**src/rtl/fetch_pkg.sv**
```systemverilog
// Shared types and AXI constants for the instruction fetch burst queue.
// No logic; latency and backpressure are defined by the modules that import it.
package fetch_pkg;

  typedef enum logic [2:0] {
    IDLE  = 3'd0,
    ADDR  = 3'd1,
    DATA  = 3'd2,
    DRAIN = 3'd3,
    HALT  = 3'd4
  } fetch_state_t;

  localparam logic [1:0] AXI_BURST_INCR = 2'b01;
  localparam logic [1:0] AXI_BURST_WRAP = 2'b10;

  function automatic logic [2:0] axi_size(input int data_w);
    return 3'($clog2(data_w / 8));
  endfunction

endpackage

```
**src/rtl/fetch_fifo.sv**
```systemverilog
// Circular instruction queue; a push is visible at the head one cycle later.
// No internal backpressure: the owner never pushes when full; flush wins over push/pop.
module fetch_fifo #(
  parameter int WIDTH = 64,
  parameter int DEPTH = 16
) (
  input  logic                     clk,
  input  logic                     reset_n,
  input  logic                     push,
  input  logic [WIDTH-1:0]         push_data,
  input  logic                     pop,
  input  logic                     flush,
  output logic [WIDTH-1:0]         pop_data,
  output logic [$clog2(DEPTH):0]   count
);

  localparam int AW = $clog2(DEPTH);
  localparam int CW = AW + 1;

  logic [WIDTH-1:0] mem [DEPTH];
  logic [AW-1:0]    wr_ptr;
  logic [AW-1:0]    rd_ptr;

  always_ff @(posedge clk) begin
    if (!reset_n || flush) begin
      wr_ptr <= '0;
      rd_ptr <= '0;
      count  <= '0;
    end else begin
      if (push) wr_ptr <= wr_ptr + AW'(1);
      if (pop)  rd_ptr <= rd_ptr + AW'(1);
      count <= count + CW'(push) - CW'(pop);
    end
  end

  // Storage needs no reset; stale words are never visible while count is 0.
  always_ff @(posedge clk) begin
    if (push) mem[wr_ptr] <= push_data;
  end

  assign pop_data = mem[rd_ptr];

endmodule

```
**src/rtl/fetch_burst_queue.sv**
```systemverilog
// Fetches fixed-length AXI INCR bursts into an instruction queue for decode; word visible 1 cycle after its beat.
// Decode stalls via out_ready; a new burst is requested only when a whole burst fits in the queue.
module fetch_burst_queue
  import fetch_pkg::*;
#(
  parameter int ADDR_W    = 64,
  parameter int DATA_W    = 64,
  parameter int BURST_LEN = 8,
  parameter int DEPTH     = 16
) (
  input  logic              clk,
  input  logic              reset_n,
  input  logic [ADDR_W-1:0] entry,
  output logic [ADDR_W-1:0] m_axi_araddr,
  output logic              m_axi_arvalid,
  input  logic              m_axi_arready,
  output logic [7:0]        m_axi_arlen,
  output logic [2:0]        m_axi_arsize,
  output logic [1:0]        m_axi_arburst,
  input  logic [DATA_W-1:0] m_axi_rdata,
  input  logic              m_axi_rvalid,
  input  logic              m_axi_rlast,
  output logic              m_axi_rready,
  input  logic              redirect_valid,
  input  logic [ADDR_W-1:0] redirect_pc,
  output logic              out_valid,
  input  logic              out_ready,
  output logic [DATA_W-1:0] out_instr,
  output logic [ADDR_W-1:0] out_addr,
  output logic              halted
);

  localparam int BYTES = DATA_W / 8;
  localparam int CW    = $clog2(DEPTH) + 1;
  localparam logic [ADDR_W-1:0] BEAT_INC   = ADDR_W'(BYTES);
  localparam logic [ADDR_W-1:0] BURST_INC  = ADDR_W'(BURST_LEN * BYTES);
  localparam logic [ADDR_W-1:0] ALIGN_MASK = ~(ADDR_W'(BYTES - 1));
  localparam logic [CW-1:0]     DEPTH_C    = CW'(DEPTH);
  localparam logic [CW-1:0]     BURST_C    = CW'(BURST_LEN);

  fetch_state_t state;
  logic [ADDR_W-1:0] pc;
  logic [ADDR_W-1:0] beat_addr;
  logic [ADDR_W-1:0] pend_pc;
  logic              pend_redir;
  logic              halt_after_drain;
  logic [CW-1:0]     count;
  logic              push;
  logic              pop;
  logic              flush;
  logic              beat;
  logic              ar_fire;
  logic              zero_word;
  logic [ADDR_W-1:0] redir_aligned;
  logic [ADDR_W+DATA_W-1:0] pop_data;

  assign beat          = m_axi_rvalid && m_axi_rready;
  assign ar_fire       = m_axi_arvalid && m_axi_arready;
  assign zero_word     = (m_axi_rdata == '0);
  assign redir_aligned = redirect_pc & ALIGN_MASK;

  always_comb begin
    push  = 1'b0;
    flush = 1'b0;
    case (state)
      IDLE:  flush = redirect_valid;
      ADDR:  flush = ar_fire && (pend_redir || redirect_valid);
      DATA: begin
        flush = redirect_valid;
        push  = beat && !zero_word && !redirect_valid;
      end
      DRAIN: flush = redirect_valid && !halt_after_drain;
      default: ;
    endcase
  end

  assign pop = out_valid && out_ready;

  always_ff @(posedge clk) begin
    if (!reset_n) begin
      state            <= IDLE;
      pc               <= entry & ALIGN_MASK;
      m_axi_araddr     <= '0;
      beat_addr        <= '0;
      pend_pc          <= '0;
      pend_redir       <= 1'b0;
      halt_after_drain <= 1'b0;
    end else begin
      case (state)
        IDLE: begin
          if (redirect_valid) begin
            pc <= redir_aligned;
          end else if (DEPTH_C - count >= BURST_C) begin
            state        <= ADDR;
            m_axi_araddr <= pc;
          end
        end
        ADDR: begin
          // The AR request must stay stable, so a redirect here only takes effect after the handshake.
          if (redirect_valid) begin
            pend_redir <= 1'b1;
            pend_pc    <= redir_aligned;
          end
          if (ar_fire) begin
            beat_addr  <= m_axi_araddr;
            pend_redir <= 1'b0;
            if (redirect_valid) begin
              pc    <= redir_aligned;
              state <= DRAIN;
            end else if (pend_redir) begin
              pc    <= pend_pc;
              state <= DRAIN;
            end else begin
              state <= DATA;
            end
          end
        end
        DATA: begin
          if (beat) beat_addr <= beat_addr + BEAT_INC;
          if (redirect_valid) begin
            pc    <= redir_aligned;
            state <= (beat && m_axi_rlast) ? IDLE : DRAIN;
          end else if (beat) begin
            if (zero_word) begin
              if (m_axi_rlast) begin
                state <= HALT;
              end else begin
                state            <= DRAIN;
                halt_after_drain <= 1'b1;
              end
            end else if (m_axi_rlast) begin
              state <= IDLE;
              pc    <= pc + BURST_INC;
            end
          end
        end
        DRAIN: begin
          if (redirect_valid && !halt_after_drain) pc <= redir_aligned;
          if (beat && m_axi_rlast) begin
            state            <= halt_after_drain ? HALT : IDLE;
            halt_after_drain <= 1'b0;
          end
        end
        HALT: ;
        default: state <= IDLE;
      endcase
    end
  end

  fetch_fifo #(
    .WIDTH (ADDR_W + DATA_W),
    .DEPTH (DEPTH)
  ) u_fifo (
    .clk       (clk),
    .reset_n   (reset_n),
    .push      (push),
    .push_data ({beat_addr, m_axi_rdata}),
    .pop       (pop),
    .flush     (flush),
    .pop_data  (pop_data),
    .count     (count)
  );

  assign m_axi_arvalid = (state == ADDR);
  assign m_axi_rready  = (state == DATA) || (state == DRAIN);
  assign halted        = (state == HALT);
  assign m_axi_arlen   = 8'(BURST_LEN - 1);
  assign m_axi_arsize  = axi_size(DATA_W);
  assign m_axi_arburst = AXI_BURST_INCR;
  assign out_valid     = (count != '0);
  assign out_addr      = pop_data[ADDR_W+DATA_W-1:DATA_W];
  assign out_instr     = pop_data[DATA_W-1:0];

endmodule

```
**config.mk**
```make
export PLATFORM = sky130hd
export DESIGN_NAME = fetch_burst_queue
export DESIGN_NICKNAME = d
export VERILOG_FILES = /design/src/rtl/fetch_pkg.sv /design/src/rtl/fetch_fifo.sv /design/src/rtl/fetch_burst_queue.sv
export SDC_FILE = /design/constraint.sdc
export NUM_CORES = 2
export LEC_CHECK = 0
export BUFFER_PORTS_ARGS = -buffer_cell sky130_fd_sc_hd__buf_4
export CORE_ASPECT_RATIO = 0.5
export CORE_UTILIZATION = 39
export DETAILED_ROUTE_END_ITERATION = 7
export PLACE_DENSITY = 0.59
export SLEW_MARGIN = 15
export SYNTH_ARGS = -nofsm -noshare
export SYNTH_HDL_FRONTEND = slang
export SYNTH_HIERARCHICAL = 1
export SYNTH_SLANG_ARGS = --single-unit
```
**constraint.sdc**
```tcl
create_clock -name clk -period 7.7 [get_ports clk]
set_input_delay 0.385 -clock clk [delete_from_list [all_inputs] [get_ports clk]]
set_output_delay 0.385 -clock clk [all_outputs]
set_load 0.1 [all_outputs]
```
---- Yosys cells after proc, flatten, opt, wreduce, memory -nomap -nowiden ----
Memory sizes are Yosys's and may differ from the RTL's. A register that Yosys moved wholly into a read port is not among the register bits.
Index checks and enable logic that the tools add are counted.
word-level totals
  flip-flop bits (word level) ............. 271
  RAM bits ................................ 2,048
  input bits .............................. 199
  output and inout bits ................... 209
  word-level logic and storage cells ...... 122
  memories kept ........................... 1
cells by class
  add/sub/neg operators ................... 7
  $lt $le $gt $ge ......................... 1
  equal/unequal tests ..................... 27
  muxes and demuxes ....................... 42
  bitwise operators ....................... 2
  reduce and logical (&&, ||, !) cells .... 31
memories
  name        words  width  read ports  clocked after Yosys merged registers in  write ports  line              text
  u_fifo.mem  16     128    1           1                                        1            fetch_fifo.sv:20  logic [WIDTH-1:0] mem [DEPTH];
operator list
  cell                                                 number
  2-to-1 mux 64 bit                                    12
  case mux 64 bit (4 select lines)                     1
  case mux 64 bit (2 select lines)                     1
  adder 64 x 4 -> 64 bit, second input constant        1
  adder 64 x 7 -> 64 bit, second input constant        1
  zero test 64 bit                                     1
  2-to-1 mux 3 bit                                     10
  != test 2 bit, second input constant                 9
  != test 4 bit, second input constant                 4
  AND reduction 8 bit                                  2
  != test 3 bit, second input constant                 5
  case mux 3 bit (5 select lines)                      1
  2-to-1 mux 1 bit                                     12
  adder 4 x 1 -> 4 bit, second input constant          2
  logical AND 1 bit                                    8
  2-to-1 mux 4 bit                                     2
  AND reduction 7 bit                                  1
  equality test 3 x 2 -> 1 bit, second input constant  2
  AND reduction 3 bit                                  2
  AND reduction 6 bit                                  1
  nonzero test 2 bit                                   3
  adder 5 x 1 -> 5 bit                                 1
  >= comparator 5 x 4 -> 1 bit, second input constant  1
  != test 5 x 1 -> 1 bit, second input constant        1
  19 further kinds                                     26

---- Longest topological paths before layout ----
  depth after elaboration ................. 8
  gate-level depth with buffers ........... 16
  depth with buffers taken out ............ 14

---- Hierarchy ----
Netlist, hierarchy kept.
by module, submodules not included
  module             instances  cells an instance  area each (um^2)  seq. area each (um^2)
  fetch_fifo         1          3,178              78,087.4          61,839.3
  fetch_burst_queue  1          1,709              13,366.6          5,775.5

---- Worst setup path before layout ----
No wires, ideal clock.
  path kind ............................... register to register
  start ................................... register state[1]
  end ..................................... memory u_fifo/mem[10][0] in the netlist's numbering (enable)
  library setup time ...................... 0.502 ns
  data arrival time ....................... 6.258 ns
  required time ........................... 7.198 ns
  slack ................................... 0.941 ns
  cell stages (with the launch flop) ...... 10
  buffers on the path ..................... 3
  period minus slack after synthesis ...... 6.759 ns
  cell sequence ........................... dfxtp_1 -> clkbuf_1 -> clkbuf_1 -> nor2b_1 -> nand2_1 -> nor3_1 -> clkbuf_1 -> inv_1 -> nor3b_1 -> and2_1
between the ends
  cells in the longest elaborated chain, start to end .. 8
  elaborated cells on any way between the ends .. 9
  those cells by class .................... eq/ne: 2; mux: 3; reduce/logical: 4
ends and longest elaborated chain
  what                                      line                      text
  from (decl)                               fetch_burst_queue.sv:41   fetch_state_t state;
  from (signal assigned)                    fetch_burst_queue.sv:122  state <= (beat && m_axi_rlast) ? IDLE : DRAIN;
  from (signal assigned)                    fetch_burst_queue.sv:140  state <= halt_after_drain ? HALT : IDLE;
  equality test 3 x 2 -> 1 bit              fetch_burst_queue.sv:165  assign m_axi_rready = (state == DATA) || (state == DRAIN);
  logical OR 1 bit *                        fetch_burst_queue.sv:165
  named net m_axi_rready                    fetch_burst_queue.sv:23   output logic m_axi_rready,
  logical AND 1 bit *                       fetch_burst_queue.sv:57   assign beat = m_axi_rvalid && m_axi_rready;
  logical AND 1 bit * (2 in a row)          fetch_burst_queue.sv:70   push = beat && !zero_word && !redirect_valid;
  2-to-1 mux 1 bit *                        fetch_burst_queue.sv:65   case (state)
  named net push                            fetch_burst_queue.sv:48   logic push;
  2-to-1 mux 1 bit *                        fetch_fifo.sv:38          if (push) mem[wr_ptr] <= push_data;
  2-to-1 mux 1 bit (implied by the code) *  fetch_fifo.sv:38
  to (decl)                                 fetch_fifo.sv:20
Mark *: on every way through the listed nets, which the timed path passes. The rest lies on a longest branch.

---- Final worst setup path ----
  start ................................... register state[1]
  end ..................................... memory u_fifo/mem[10][88] in the netlist's numbering (enable)
between the ends
  cells in the longest elaborated chain, start to end .. 8
  elaborated cells on any way between the ends .. 9
  those cells by class .................... eq/ne: 2; mux: 3; reduce/logical: 4
ends and longest elaborated chain
  what                                                    line
  equality test 3 x 2 -> 1 bit, on equally long branches  fetch_burst_queue.sv:65, fetch_burst_queue.sv:165
  logical OR 1 bit                                        fetch_burst_queue.sv:165
  logical AND 1 bit                                       fetch_burst_queue.sv:57
  logical AND 1 bit (2 in a row)                          fetch_burst_queue.sv:70
  2-to-1 mux 1 bit *                                      fetch_burst_queue.sv:65
  named net push                                          fetch_burst_queue.sv:48
  2-to-1 mux 1 bit *                                      fetch_fifo.sv:38
  2-to-1 mux 1 bit (implied by the code) *                fetch_fifo.sv:38
Marks and branches as above.

==> metrics.txt <==
# TYPE chip_impl_metric gauge
chip_impl_metric{name="global_placer_s_final_weighted_congestion",unit=""} 0.835
chip_impl_metric{name="adder_cell_share_of_the_synthesized_area",unit="%"} 0.200
chip_impl_info{name="run_status",value="completed"} 1
chip_impl_metric{name="horizontal_die_dimension",unit="um"} 687
chip_impl_metric{name="post_synth_inst_count",unit=""} 4887
chip_impl_metric{name="grt_overflow",unit=""} 0
chip_impl_info{name="cts_tree",value="built"} 1
chip_impl_metric{name="route.vias.total",unit=""} 49400
chip_impl_info{name="path_delay_family",value="simple AND/OR/NAND/NOR gates"} 1
chip_impl_metric{name="yosysUniqueCellTypes",unit=""} 68
chip_impl_metric{name="cts_sinks",unit=""} 2323
chip_impl_info{name="timing.rr.start",value="state[1]$_SDFFE_PN0P_"} 1
chip_impl_info{name="r2r-end",value="u_fifo/mem[10][88]$_DFFE_PP_"} 1
chip_impl_metric{name="timing.critical_path.arrival",unit="ns"} 5.37
chip_impl_metric{name="p_leak",unit="nW"} 32.9
chip_impl_metric{name="synth.avg_cell_area",unit="sq um"} 18.7
chip_impl_metric{name="syn_to_final_growth",unit="%"} 16.1
chip_impl_metric{name="routed_wirelength",unit="mm"} 241
chip_impl_metric{name="r2r_cells",unit=""} 9
chip_impl_metric{name="worst_setup_timing_slack_at_the_placement_stage",unit="ns"} 2.86
chip_impl_metric{name="synth.mux.area_fraction",unit="%"} 14.8
chip_impl_metric{name="finalHoldViolCount",unit=""} 0
chip_impl_metric{name="timing.critical_path.required",unit="ns"} 8.16
chip_impl_metric{name="fin_ws",unit="ns"} 2.78
chip_impl_metric{name="grt_first_pass_wirelength",unit="mm"} 347
chip_impl_info{name="cts_root_cell",value="clkbuf_16"} 1
chip_impl_metric{name="vdd_ir_drop_max",unit="V"} 0.000194
chip_impl_metric{name="ys_seq_elements",unit=""} 2323
chip_impl_metric{name="level_count_of_the_clock_h_tree",unit=""} 4
chip_impl_metric{name="drt_antenna_net_count",unit=""} 0
chip_impl_metric{name="syn_area",unit="sq um"} 91500
chip_impl_metric{name="place_hpwl",unit="mm"} 135
chip_impl_info{name="mostFrequentLayoutCell",value="edfxtp_1"} 1
chip_impl_metric{name="setup_viol_count_final",unit=""} 0
chip_impl_metric{name="seq_area_frac_synth",unit="%"} 73.9
chip_impl_info{name="end_kind",value="flop"} 1
chip_impl_metric{name="final_min_period_over_clock_period",unit="%"} 63.8
chip_impl_metric{name="drc",unit=""} 0
chip_impl_metric{name="compound_gate_fraction_of_synth_area",unit="%"} 4.38
chip_impl_metric{name="die_height",unit="um"} 344
chip_impl_metric{name="antenna_found_initial",unit=""} 6
chip_impl_metric{name="power.density_cell_area",unit="nW/um^2"} 288
chip_impl_metric{name="path_buf_inv",unit=""} 4
chip_impl_metric{name="synth-simple-area-share",unit="%"} 4.45
chip_impl_info{name="startpoint_to_endpoint_class_of_the_critical_path",value="flop to flop"} 1
chip_impl_metric{name="fmaxAchievable",unit="MHz"} 203
chip_impl_metric{name="setup-tns-final",unit="ns"} 0
chip_impl_metric{name="grt_pass1_vias",unit=""} 50500
chip_impl_metric{name="grtUsageTotal",unit="%"} 20.0
chip_impl_info{name="layout.cells.most_common_list",value="edfxtp_1 (2109), mux4_2 (554), buf_4 (447)"} 1
chip_impl_metric{name="drt-vias-per-instance",unit=""} 5.66
chip_impl_info{name="cpMaxStageDelayCell",value="buf_4"} 1
chip_impl_metric{name="ctsHoldBuffers",unit=""} 191
chip_impl_metric{name="core_area",unit="sq um"} 233000
chip_impl_metric{name="fp.dieArea",unit="sq um"} 237000
chip_impl_metric{name="initial_utilization",unit="%"} 39.3
chip_impl_metric{name="clk_pin_slew_worst_paths",unit="ns"} 0.07
chip_impl_metric{name="detailedRoute.firstPassIterationCount",unit=""} 7
chip_impl_metric{name="nets",unit=""} 5676
chip_impl_metric{name="drt_iter0_drc",unit=""} 4914
chip_impl_info{name="synth_top_family_by_area",value="multiplexers"} 1
chip_impl_metric{name="cts_max_path_buffers",unit=""} 4
chip_impl_metric{name="crit_fanout",unit=""} 41
chip_impl_metric{name="asyncSetResetFlopFracSynth",unit="%"} 0
chip_impl_metric{name="yosys_warnings",unit=""} 6
chip_impl_metric{name="hold_depth",unit=""} 4
chip_impl_metric{name="cts_setup_buffers",unit=""} 0
chip_impl_info{name="crit_chain",value="nor3b_2, nand2_1, nor3_1, buf_4, inv_1, nor3b_1, and2_4, buf_4, buf_4"} 1
chip_impl_metric{name="fin_skew",unit="ns"} 0.0659
chip_impl_metric{name="final_layout_size_suffix_gt1_share",unit="%"} 23.9
chip_impl_metric{name="tightestPinTransition",unit="ns"} 1.22
chip_impl_metric{name="clk-insertion-delay-late",unit="ns"} 0.86
chip_impl_metric{name="max-slew-margin-rel",unit="%"} 17.9
chip_impl_metric{name="timing.reg2reg.setup_slack",unit="ns"} 2.78
chip_impl_info{name="hp-start",value="out_ready"} 1
chip_impl_metric{name="timing.critical_path.slowest_cell_delay",unit="ns"} 0.76
chip_impl_metric{name="synth_edf_count",unit=""} 2109
chip_impl_info{name="crit_path_frequent_cell",value="buf_4"} 1
chip_impl_metric{name="drt-wirelength-per-cell",unit="um"} 27.6
chip_impl_metric{name="portBuffers",unit=""} 388
chip_impl_metric{name="fin_crit",unit="ns"} 4.92
chip_impl_info{name="startpoint_type",value="flop"} 1
chip_impl_metric{name="yosys.area_share.xor_xnor",unit="%"} 0.508
chip_impl_metric{name="post_cts_resized",unit=""} 0
chip_impl_metric{name="num_io_pins",unit=""} 408
chip_impl_metric{name="finalMaxSlewViolations",unit=""} 0
chip_impl_metric{name="rows",unit=""} 125
chip_impl_metric{name="grt_start_max_net_pins",unit=""} 123
chip_impl_metric{name="numCtsBuffers",unit=""} 215
chip_impl_info{name="grt_setup_unrepaired",value="false"} 1
chip_impl_info{name="hold_class",value="input port to flop"} 1
chip_impl_info{name="synth_ff_type",value="edfxtp_1"} 1
chip_impl_metric{name="maximum_capacitance_violations",unit=""} 0
## cell families after synthesis
group                    after synthesis
flip-flops                          2323
AND/OR/NAND/NOR                      869
multiplexers                         656
AO/OA/AOI/OAI                        629
buffers and inverters                341
XOR/XNOR                              53
adder cells (fa/ha/maj)               14
other                                  2
## metal layers
layer	global-route usage, %	part of all wire, %
met5	0	0.013
met4	4.68	2.2
met3	2.78	5.4
met2	33.1	48
met1	28.2	44
## worst max path at each step
| stage | start | to | slack (ns) | cells past startpoint |
|---|---|---|---|---|
| 6_report | state[1]$_SDFFE_PN0P_ | u_fifo/mem[10][88]$_DFFE_PP_ | 2.78 | 9 |
| 5_1_grt | state[1]$_SDFFE_PN0P_ | u_fifo/mem[10][88]$_DFFE_PP_ | 2.62 | 9 |
| 4_1_cts | flop | out_instr[25] | 2.71 | 7 |
| 3_5_place_dp | m_axi_rdata[28] | u_fifo/mem[10][74]$_DFFE_PP_ | 2.86 | 12 |
| 3_3_place_gp | m_axi_rdata[28] | u_fifo/mem[10][88]$_DFFE_PP_ | 2.87 | 12 |
| 2_1_floorplan | state[1]$_SDFFE_PN0P_ | u_fifo/mem[10][0]$_DFFE_PP_ | 0.94 | 9 |
## where the power goes
group | leakage [nW] | switching (W) | internal, W
Sequential | 21.2 | 0.000740 | 0.0143
Combinational | 8.62 | 0.00370 | 0.00172
Clock | 3.15 | 0.00456 | 0.00553
Total | 32.9 | 0.00900 | 0.0215
## worst min-delay path, cell delays in order
cell and delay [ns]:
buf_4 0.12, nor2b_1 0.20, xnor2_1 0.17, nor2_1 0.09
## synth_stat cells, types with 16 or more instances
master	n	area [sq um]
edfxtp_1	2109	63300
mux4_2	554	12500
nand2_1	374	1400
a21oi_1	273	1370
dfxtp_1	214	4280
clkbuf_1	184	691
nor2_1	146	548
mux2i_1	102	1020
a211oi_1	66	495
buf_2	62	310
nand3_1	60	300
nor2b_1	58	363
o21ai_0	58	290
nor4_1	48	300
nor3_1	47	235
o22ai_1	41	257
nand4_1	40	250
xnor2_1	40	350
a221oi_1	38	333
buf_4	36	270
inv_1	32	120
o221ai_1	24	210
a31oi_1	22	138
and2_1	22	138
and3_1	20	125
a22oi_1	19	143
buf_6	16	180
## area by class of cell
type | instances | area, sq um
multi-input combinational | 2234 | 22400
clock inverter | 107 | 792
clock buffer | 269 | 5650
sequential | 2323 | 67600
inverter | 32 | 133
fill | 19600 | 126000
timing repair buffer | 657 | 5650
tap | 3111 | 3890
antenna | 7 | 17.5
## flip-flops by register name (all words and copies together) (netlist names), named ones only
register	cells
pend_redir	1
halt_after_drain	1
u_fifo/mem	2048
m_axi_araddr	64
state	3
u_fifo/rd_ptr	4
u_fifo/wr_ptr	4
u_fifo/count	5
beat_addr	64
pend_pc	61
pc	64
## stage by stage
stage          util, %  area, sq um  power [W]  hold WS, ns  instances
2_1_floorplan        -        91500     0.0190        0.427       4898
3_3_place_gp      42.0        97800     0.0206        0.441       8166
3_5_place_dp      42.0        97800     0.0207        0.446       8166
4_1_cts           45.6       106000     0.0308        0.119       8733
5_1_grt           45.6       106000     0.0316        0.174       8735
6_report          45.6       106000     0.0305        0.170       8740
Power figures use the tool's default switching activity.
